===== config.mk =====
export PLATFORM = sky130hd
export DESIGN_NAME = dmem_arbiter_flat
export DESIGN_NICKNAME = d
export VERILOG_FILES = /design/src/rtl/dmem_arbiter_if.sv /design/src/rtl/dmem_arbiter.sv /design/src/flat_wrapper.sv
export SDC_FILE = /design/constraint.sdc
export NUM_CORES = 1
export LEC_CHECK = 0
export BUFFER_PORTS_ARGS = -buffer_cell sky130_fd_sc_hd__buf_2
export CAP_MARGIN = 20
export CORE_MARGIN = 5
export CORE_UTILIZATION = 37
export DETAILED_ROUTE_END_ITERATION = 10
export PLACE_DENSITY_LB_ADDON = 0.1
export SYNTH_ARGS = -nofsm -noshare
export SYNTH_HDL_FRONTEND = slang
export SYNTH_SLANG_ARGS = --single-unit

===== constraint.sdc =====
create_clock -name CLK -period 1.64 [get_ports CLK]
set_clock_uncertainty 0.15 [all_clocks]
set_input_delay 0.246 -clock CLK [delete_from_list [all_inputs] [get_ports CLK]]
set_output_delay 0.246 -clock CLK [all_outputs]
set_load 0.005 [all_outputs]

===== src/rtl/dmem_arbiter_if.sv =====
// Bus bundle between the CPU/DMA requesters, the data memory arbiter and data_mem.
// The slave modport is the arbiter's view; master is the requester/memory side.
interface dmem_arbiter_if #(
    parameter int AW = 8,
    parameter int DW = 8
);
    logic          cpu_req;
    logic          cpu_we;
    logic [AW-1:0] cpu_addr;
    logic [DW-1:0] cpu_wdata;
    logic          cpu_stall;
    logic          cpu_gnt;
    logic          cpu_rvalid;
    logic [DW-1:0] cpu_rdata;

    logic          dma_req;
    logic          dma_we;
    logic [AW-1:0] dma_addr;
    logic [DW-1:0] dma_wdata;
    logic          dma_gnt;
    logic          dma_rvalid;
    logic [DW-1:0] dma_rdata;

    logic [AW-1:0] mem_addr;
    logic [DW-1:0] mem_wdata;
    logic          mem_read_en;
    logic          mem_write_en;
    logic [DW-1:0] mem_rdata;

    modport slave (
        input  cpu_req, cpu_we, cpu_addr, cpu_wdata,
        input  dma_req, dma_we, dma_addr, dma_wdata,
        input  mem_rdata,
        output cpu_stall, cpu_gnt, cpu_rvalid, cpu_rdata,
        output dma_gnt, dma_rvalid, dma_rdata,
        output mem_addr, mem_wdata, mem_read_en, mem_write_en
    );

    modport master (
        output cpu_req, cpu_we, cpu_addr, cpu_wdata,
        output dma_req, dma_we, dma_addr, dma_wdata,
        output mem_rdata,
        input  cpu_stall, cpu_gnt, cpu_rvalid, cpu_rdata,
        input  dma_gnt, dma_rvalid, dma_rdata,
        input  mem_addr, mem_wdata, mem_read_en, mem_write_en
    );
endinterface


===== src/rtl/dmem_arbiter.sv =====
// Shares single-port data_mem between the CPU and a DMA/loader: CPU priority with a burst limit.
// Define DMEM_ARB_STATS_EN to add saturating grant/stall statistics counters.
module dmem_arbiter #(
    parameter int AW        = 8,
    parameter int DW        = 8,
    parameter int RD_LAT    = 1,
    parameter int MAX_BURST = 4
) (
    input  logic         CLK,
    input  logic         reset,
    dmem_arbiter_if.slave bus
`ifdef DMEM_ARB_STATS_EN
    ,
    output logic [15:0]  cpu_grant_ct,
    output logic [15:0]  dma_grant_ct,
    output logic [15:0]  stall_ct
`endif
);

    typedef enum logic {
        IDLE,
        RD_WAIT
    } state_t;

    localparam logic [1:0] LAT_INIT  = 2'(RD_LAT);
    localparam logic [3:0] BURST_LIM = 4'(MAX_BURST);

    state_t     state, state_nxt;
    logic [1:0] lat_ct, lat_ct_nxt;
    logic [3:0] burst_ct, burst_ct_nxt;
    logic       owner_dma, owner_dma_nxt;
    logic       cpu_win, dma_win;

    always_ff @(posedge CLK or posedge reset) begin
        if (reset) begin
            state     <= IDLE;
            lat_ct    <= 2'd0;
            burst_ct  <= 4'd0;
            owner_dma <= 1'b0;
        end else begin
            state     <= state_nxt;
            lat_ct    <= lat_ct_nxt;
            burst_ct  <= burst_ct_nxt;
            owner_dma <= owner_dma_nxt;
        end
    end

    // Outputs are gated by reset so they read 0 the instant reset rises.
    always_comb begin
        state_nxt      = state;
        lat_ct_nxt     = lat_ct;
        burst_ct_nxt   = burst_ct;
        owner_dma_nxt  = owner_dma;
        cpu_win        = 1'b0;
        dma_win        = 1'b0;
        bus.cpu_stall    = 1'b0;
        bus.cpu_gnt      = 1'b0;
        bus.cpu_rvalid   = 1'b0;
        bus.cpu_rdata    = '0;
        bus.dma_gnt      = 1'b0;
        bus.dma_rvalid   = 1'b0;
        bus.dma_rdata    = '0;
        bus.mem_addr     = '0;
        bus.mem_wdata    = '0;
        bus.mem_read_en  = 1'b0;
        bus.mem_write_en = 1'b0;

        if (!reset) begin
            case (state)
                IDLE: begin
                    cpu_win = bus.cpu_req && (!bus.dma_req || burst_ct != BURST_LIM);
                    dma_win = bus.dma_req && !cpu_win;
                    if (cpu_win) begin
                        bus.cpu_gnt      = 1'b1;
                        bus.mem_addr     = bus.cpu_addr;
                        bus.mem_wdata    = bus.cpu_wdata;
                        bus.mem_write_en = bus.cpu_we;
                        bus.mem_read_en  = !bus.cpu_we;
                        if (!bus.cpu_we) begin
                            state_nxt     = RD_WAIT;
                            lat_ct_nxt    = LAT_INIT;
                            owner_dma_nxt = 1'b0;
                        end
                    end else if (dma_win) begin
                        bus.dma_gnt      = 1'b1;
                        bus.mem_addr     = bus.dma_addr;
                        bus.mem_wdata    = bus.dma_wdata;
                        bus.mem_write_en = bus.dma_we;
                        bus.mem_read_en  = !bus.dma_we;
                        if (!bus.dma_we) begin
                            state_nxt     = RD_WAIT;
                            lat_ct_nxt    = LAT_INIT;
                            owner_dma_nxt = 1'b1;
                        end
                    end
                    if (dma_win || !bus.dma_req) begin
                        burst_ct_nxt = 4'd0;
                    end else if (cpu_win && burst_ct != BURST_LIM) begin
                        burst_ct_nxt = burst_ct + 4'd1;
                    end
                end
                RD_WAIT: begin
                    lat_ct_nxt = lat_ct - 2'd1;
                    if (lat_ct == 2'd1) begin
                        state_nxt = IDLE;
                        if (owner_dma) begin
                            bus.dma_rvalid = 1'b1;
                            bus.dma_rdata  = bus.mem_rdata;
                        end else begin
                            bus.cpu_rvalid = 1'b1;
                            bus.cpu_rdata  = bus.mem_rdata;
                        end
                    end
                end
                default: state_nxt = IDLE;
            endcase
            bus.cpu_stall = bus.cpu_req && !cpu_win;
        end
    end

`ifdef DMEM_ARB_STATS_EN
    always_ff @(posedge CLK or posedge reset) begin
        if (reset) begin
            cpu_grant_ct <= 16'd0;
            dma_grant_ct <= 16'd0;
            stall_ct     <= 16'd0;
        end else begin
            if (bus.cpu_gnt && cpu_grant_ct != 16'hFFFF) begin
                cpu_grant_ct <= cpu_grant_ct + 16'd1;
            end
            if (bus.dma_gnt && dma_grant_ct != 16'hFFFF) begin
                dma_grant_ct <= dma_grant_ct + 16'd1;
            end
            if (bus.cpu_stall && stall_ct != 16'hFFFF) begin
                stall_ct <= stall_ct + 16'd1;
            end
        end
    end
`endif

endmodule

===== src/flat_wrapper.sv =====
// flat-port wrapper written by rule: the top's interface ports become plain ports
module dmem_arbiter_flat 
#(
    parameter int AW        = 8,
    parameter int DW        = 8,
    parameter int RD_LAT    = 1,
    parameter int MAX_BURST = 4
)
  (CLK, reset, bus_cpu_req, bus_cpu_we, bus_cpu_addr, bus_cpu_wdata, bus_dma_req, bus_dma_we, bus_dma_addr, bus_dma_wdata, bus_mem_rdata, bus_cpu_stall, bus_cpu_gnt, bus_cpu_rvalid, bus_cpu_rdata, bus_dma_gnt, bus_dma_rvalid, bus_dma_rdata, bus_mem_addr, bus_mem_wdata, bus_mem_read_en, bus_mem_write_en);
  dmem_arbiter_if #(.AW(AW), .DW(DW)) bus_i ();
  input  logic CLK;
  input  logic reset;
  input wire logic [$bits(bus_i.cpu_req)-1:0] bus_cpu_req;
  input wire logic [$bits(bus_i.cpu_we)-1:0] bus_cpu_we;
  input wire logic [$bits(bus_i.cpu_addr)-1:0] bus_cpu_addr;
  input wire logic [$bits(bus_i.cpu_wdata)-1:0] bus_cpu_wdata;
  input wire logic [$bits(bus_i.dma_req)-1:0] bus_dma_req;
  input wire logic [$bits(bus_i.dma_we)-1:0] bus_dma_we;
  input wire logic [$bits(bus_i.dma_addr)-1:0] bus_dma_addr;
  input wire logic [$bits(bus_i.dma_wdata)-1:0] bus_dma_wdata;
  input wire logic [$bits(bus_i.mem_rdata)-1:0] bus_mem_rdata;
  output wire logic [$bits(bus_i.cpu_stall)-1:0] bus_cpu_stall;
  output wire logic [$bits(bus_i.cpu_gnt)-1:0] bus_cpu_gnt;
  output wire logic [$bits(bus_i.cpu_rvalid)-1:0] bus_cpu_rvalid;
  output wire logic [$bits(bus_i.cpu_rdata)-1:0] bus_cpu_rdata;
  output wire logic [$bits(bus_i.dma_gnt)-1:0] bus_dma_gnt;
  output wire logic [$bits(bus_i.dma_rvalid)-1:0] bus_dma_rvalid;
  output wire logic [$bits(bus_i.dma_rdata)-1:0] bus_dma_rdata;
  output wire logic [$bits(bus_i.mem_addr)-1:0] bus_mem_addr;
  output wire logic [$bits(bus_i.mem_wdata)-1:0] bus_mem_wdata;
  output wire logic [$bits(bus_i.mem_read_en)-1:0] bus_mem_read_en;
  output wire logic [$bits(bus_i.mem_write_en)-1:0] bus_mem_write_en;
  assign bus_i.cpu_req = bus_cpu_req;
  assign bus_i.cpu_we = bus_cpu_we;
  assign bus_i.cpu_addr = bus_cpu_addr;
  assign bus_i.cpu_wdata = bus_cpu_wdata;
  assign bus_i.dma_req = bus_dma_req;
  assign bus_i.dma_we = bus_dma_we;
  assign bus_i.dma_addr = bus_dma_addr;
  assign bus_i.dma_wdata = bus_dma_wdata;
  assign bus_i.mem_rdata = bus_mem_rdata;
  assign bus_cpu_stall = bus_i.cpu_stall;
  assign bus_cpu_gnt = bus_i.cpu_gnt;
  assign bus_cpu_rvalid = bus_i.cpu_rvalid;
  assign bus_cpu_rdata = bus_i.cpu_rdata;
  assign bus_dma_gnt = bus_i.dma_gnt;
  assign bus_dma_rvalid = bus_i.dma_rvalid;
  assign bus_dma_rdata = bus_i.dma_rdata;
  assign bus_mem_addr = bus_i.mem_addr;
  assign bus_mem_wdata = bus_i.mem_wdata;
  assign bus_mem_read_en = bus_i.mem_read_en;
  assign bus_mem_write_en = bus_i.mem_write_en;
  dmem_arbiter #(.AW(AW), .DW(DW), .RD_LAT(RD_LAT), .MAX_BURST(MAX_BURST)) u_core (.CLK(CLK), .reset(reset), .bus(bus_i));
endmodule

==> summary.md <==
| Metric | Value |
|---|---|
| Run status | finished with violations |
| Failing checks | setup timing |
| Detailed placement HPWL | 3090 µm |
| Port Buffers | 84 |
| Syn-to-layout area delta | 77.5% |
| Setup crit end kind | output port |
| Netlist Area Pre-Place | around 0.0012 mm² |
| Post-route setup TNS | -12.64 ns |
| Setup ws final | -0.455 ns |
| Met1 Resource Use GR | 21.8% |
| WL per Instance | approximately 14 µm |
| Post-DRT Antenna Nets | 0 |
| Max-cap violation count | 0 |
| Minimum clock period | around 2.1 ns |
| Worst min-delay path endpoint | u_core.owner_dma$_DFFE_PP0P_ |
| Total number of vias | roughly 1600 |
| Hold path depth | 3 |
| RSZ-0062 raised after global routing | true |
| CP arrival | 1.70 ns |
| Slew @ Worst Pin | 0.248 ns |
| Kind of start point of the critical path | register |
| # rows | 20 |
| First-pass GRT wire length | ~6600 µm |
| Cell variety after synth | 36 |
| Seq/Total Area, Yosys | about 17% |
| CP Launch Point | u_core.burst_ct[1]$_DFFE_PP0P_ |
| Dpl cells | around 290 |
| GRT overflow | 0 |
| Final wirelength | approximately 4500 µm |
| Hold Path Class | in -> reg |
| VDD IR max | ~0.45 mV |
| Clock root buffer | clkbuf_4 |
| CP max stage cell | dfrtp_1 |
| CTS tree | done |
| Static Leak | 1.10 nW |
| Routability congestion estimate | between 0.7 and 0.8 |
| CP Max Fanout | 21 |
| Die area | roughly 0.0045 mm² |
| Initial antenna violation count | 0 |
| Overall Global Routing Usage | about a fifth |
| CP Class | reg -> out |
| Max stage delay on crit path | ~0.38 ns |
| Seq cells post-synth | 8 |
| Worst-path clk slew | 0.06 ns |
| Die W | around 67 µm |
| Layout Cells excl Fill | ~320 |
| Reg2reg setup slack | -0.14 ns |
| Worst endpoint required time | 1.24 ns |
| Worst-skew pair later-pin latency | 0.27 ns |
| Vias/cell | 4.95 |
| Min-delay src | bus_cpu_we |
| Total I/O pin count | 85 |
| Most Used Layer, Global Route | met2 |
| Largest net degree at the start of global routing | 24 |
| Average size of a mapped cell | roughly 7.5 µm² |
| Fin. max-slew vios | 0 |
| R2R cell count | 7 |
| CORE AREA | roughly 0.003 mm² |
| Ys flop type | dfrtp_1 |
| Met3 Use GR | ~5.6% |
| Number of synthesized flops with an enable pin | 0 |
| CP cell instances | inv_2 -> ha_4 -> nand4b_4 -> buf_12 -> a21o_1 -> a21oi_2 -> buf_2 |
| Slew headroom | between 80% and 90% |
| Post-synth top area share | 16.8% |
| Synth warn | 0 |
| CTS sink count | 8 |
| Final setup fails | 42 |
| Max Fclk | 477 MHz |
| Final hold vios | 0 |
| 1st-pass router iterations | 4 |
| DRC violations left | 0 |
| Synth Net Count | roughly 210 |
| Antenna diodes | 0 |
| Top cells by area, synth | dfrtp_1 (17%), a21oi_2 (12%), a21o_1 (11%), and2_1 (8.4%), nand3_1 (8.4%) |
| Final period util | 128% |
| Cts bufs inserted | 3 |
| Ys async rst share | 100% |
| Synth area leader | dfrtp_1 |
| GR met2 Demand/Resource | between 30% and 40% |
| Final net count | between 300 and 400 |
| Critical R2R Launch | u_core.burst_ct[1]$_DFFE_PP0P_ |
| PwrDens | about 750 mW/mm² |
| Count leader, synth | nand2_1 |
| Die height | ~67 µm |
| Vias in the first global route | between 1000 and 1500 |
| Syn Inst Count | 159 |
| Post-synth top cells | nand2_1 (22), nand3_1 (20), a21o_1 (17), a21oi_2 (17), and2_1 (16) |
| Layout cells sized above 1 | about 64% |
| Starting Density | between 30% and 40% |
| Clock buffer depth | 2 |
| 1st-iter DRT viols | 56 |
| Worst r2r dst | u_core.lat_ct[1]$_DFFE_PP0P_ |
| Htree depth | 1 |
[through the flow]
stage	power, mW	area, µm²	util (%)	setup slack, ns	hold WS (ns)
floorplan	0.782	1200	-	0.00511	-0.0772
global placement	1.04	1770	57.4	-0.152	0.150
detailed placement	1.06	1770	57.4	-0.169	0.149
CTS	1.44	1990	64.5	-0.442	0.148
global route	1.70	2120	68.8	-0.546	0.207
finish	1.58	2120	68.8	-0.455	0.155
[metal layers]
layer  share of wire (%)  vias to the layer above
met1                  39                      711
met3                  10                        3
met4                0.66                        0
li1                    -                      785
met5                   0                        -
met2                  50                       60
[state kept, by name, indices dropped and copies added (netlist names)]
name,cells
u_core.state,1
u_core.owner_dma,1
u_core.burst_ct,4
u_core.lat_ct,2
[logic make-up after synthesis]
family	after synthesis	share of synthesized area (%)
buffers and inverters	22	11.2
adder cells (fa/ha/maj)	3	3.15
AND/OR/NAND/NOR	74	34.3
multiplexers	1	0.944
flip-flops	8	16.8
AO/OA/AOI/OAI	51	33.6
[repair_timing]
action,4_1_cts,5_1_grt
pin swaps,22,7
setup buffers,10,5
gates resized for setup,19,22
cloned,3,0
setup endpoints to repair,40,43
hold buffers,1,0
endpoints found under the hold margin,8,0
[power breakdown]
group	switching, mW	total (mW)	internal (mW)	leakage (nW)
Sequential	0.0593	0.315	0.255	0.101
Clock	0.0804	0.165	0.0847	0.0138
Combinational	0.485	1.10	0.616	0.988
[area by class of cell]
type,instances,area (µm²)
Fill cell,274,961
Multi-Input combinational cell,130,960
Timing Repair Buffer,123,853
Sequential cell,8,200
Clock buffer,3,22.5
Inverter,7,26.3
Tap cell,44,55.1
[critical path, delay by kind of cell, from the launching register on]
kind / cells / cell delay (ns)
buf+inv: 3 / 0.40
flops: 1 / 0.38
simple gates: 1 / 0.17
compound gates: 2 / 0.32
fa+ha+maj: 1 / 0.15
[layout by cell type (no fill, tap or decap), types with 2 or more instances in the layout]
master	synthesis	routed
buf_2	5	75
buf_4	2	29
nand2_1	22	22
a21oi_2	17	19
nand3_1	20	17
a21o_1	17	17
buf_6	5	14
and2_4	1	9
and2_1	16	8
dfrtp_1	8	8
inv_1	7	4
o21ai_0	3	3
inv_2	0	3
nand3_2	0	3
clkbuf_4	0	3
buf_12	0	3
nor2_2	0	2
a211o_1	2	2
a21oi_1	4	2
a211oi_2	1	2
and3_4	0	2
and3_1	3	2
ha_4	0	2
[how the worst max path moves through the flow]
stage | endpoint | slack (ns) | cells after the start
after floorplan | bus_mem_addr[7] | 0.005 | 6
after global placement | bus_mem_wdata[7] | -0.15 | 7
after detailed placement | bus_mem_addr[5] | -0.17 | 7
after CTS | bus_mem_addr[5] | -0.44 | 7
after global routing | bus_mem_wdata[0] | -0.55 | 7
final | bus_mem_addr[5] | -0.46 | 7
Note: power is estimated with default switching activity, not from simulation.
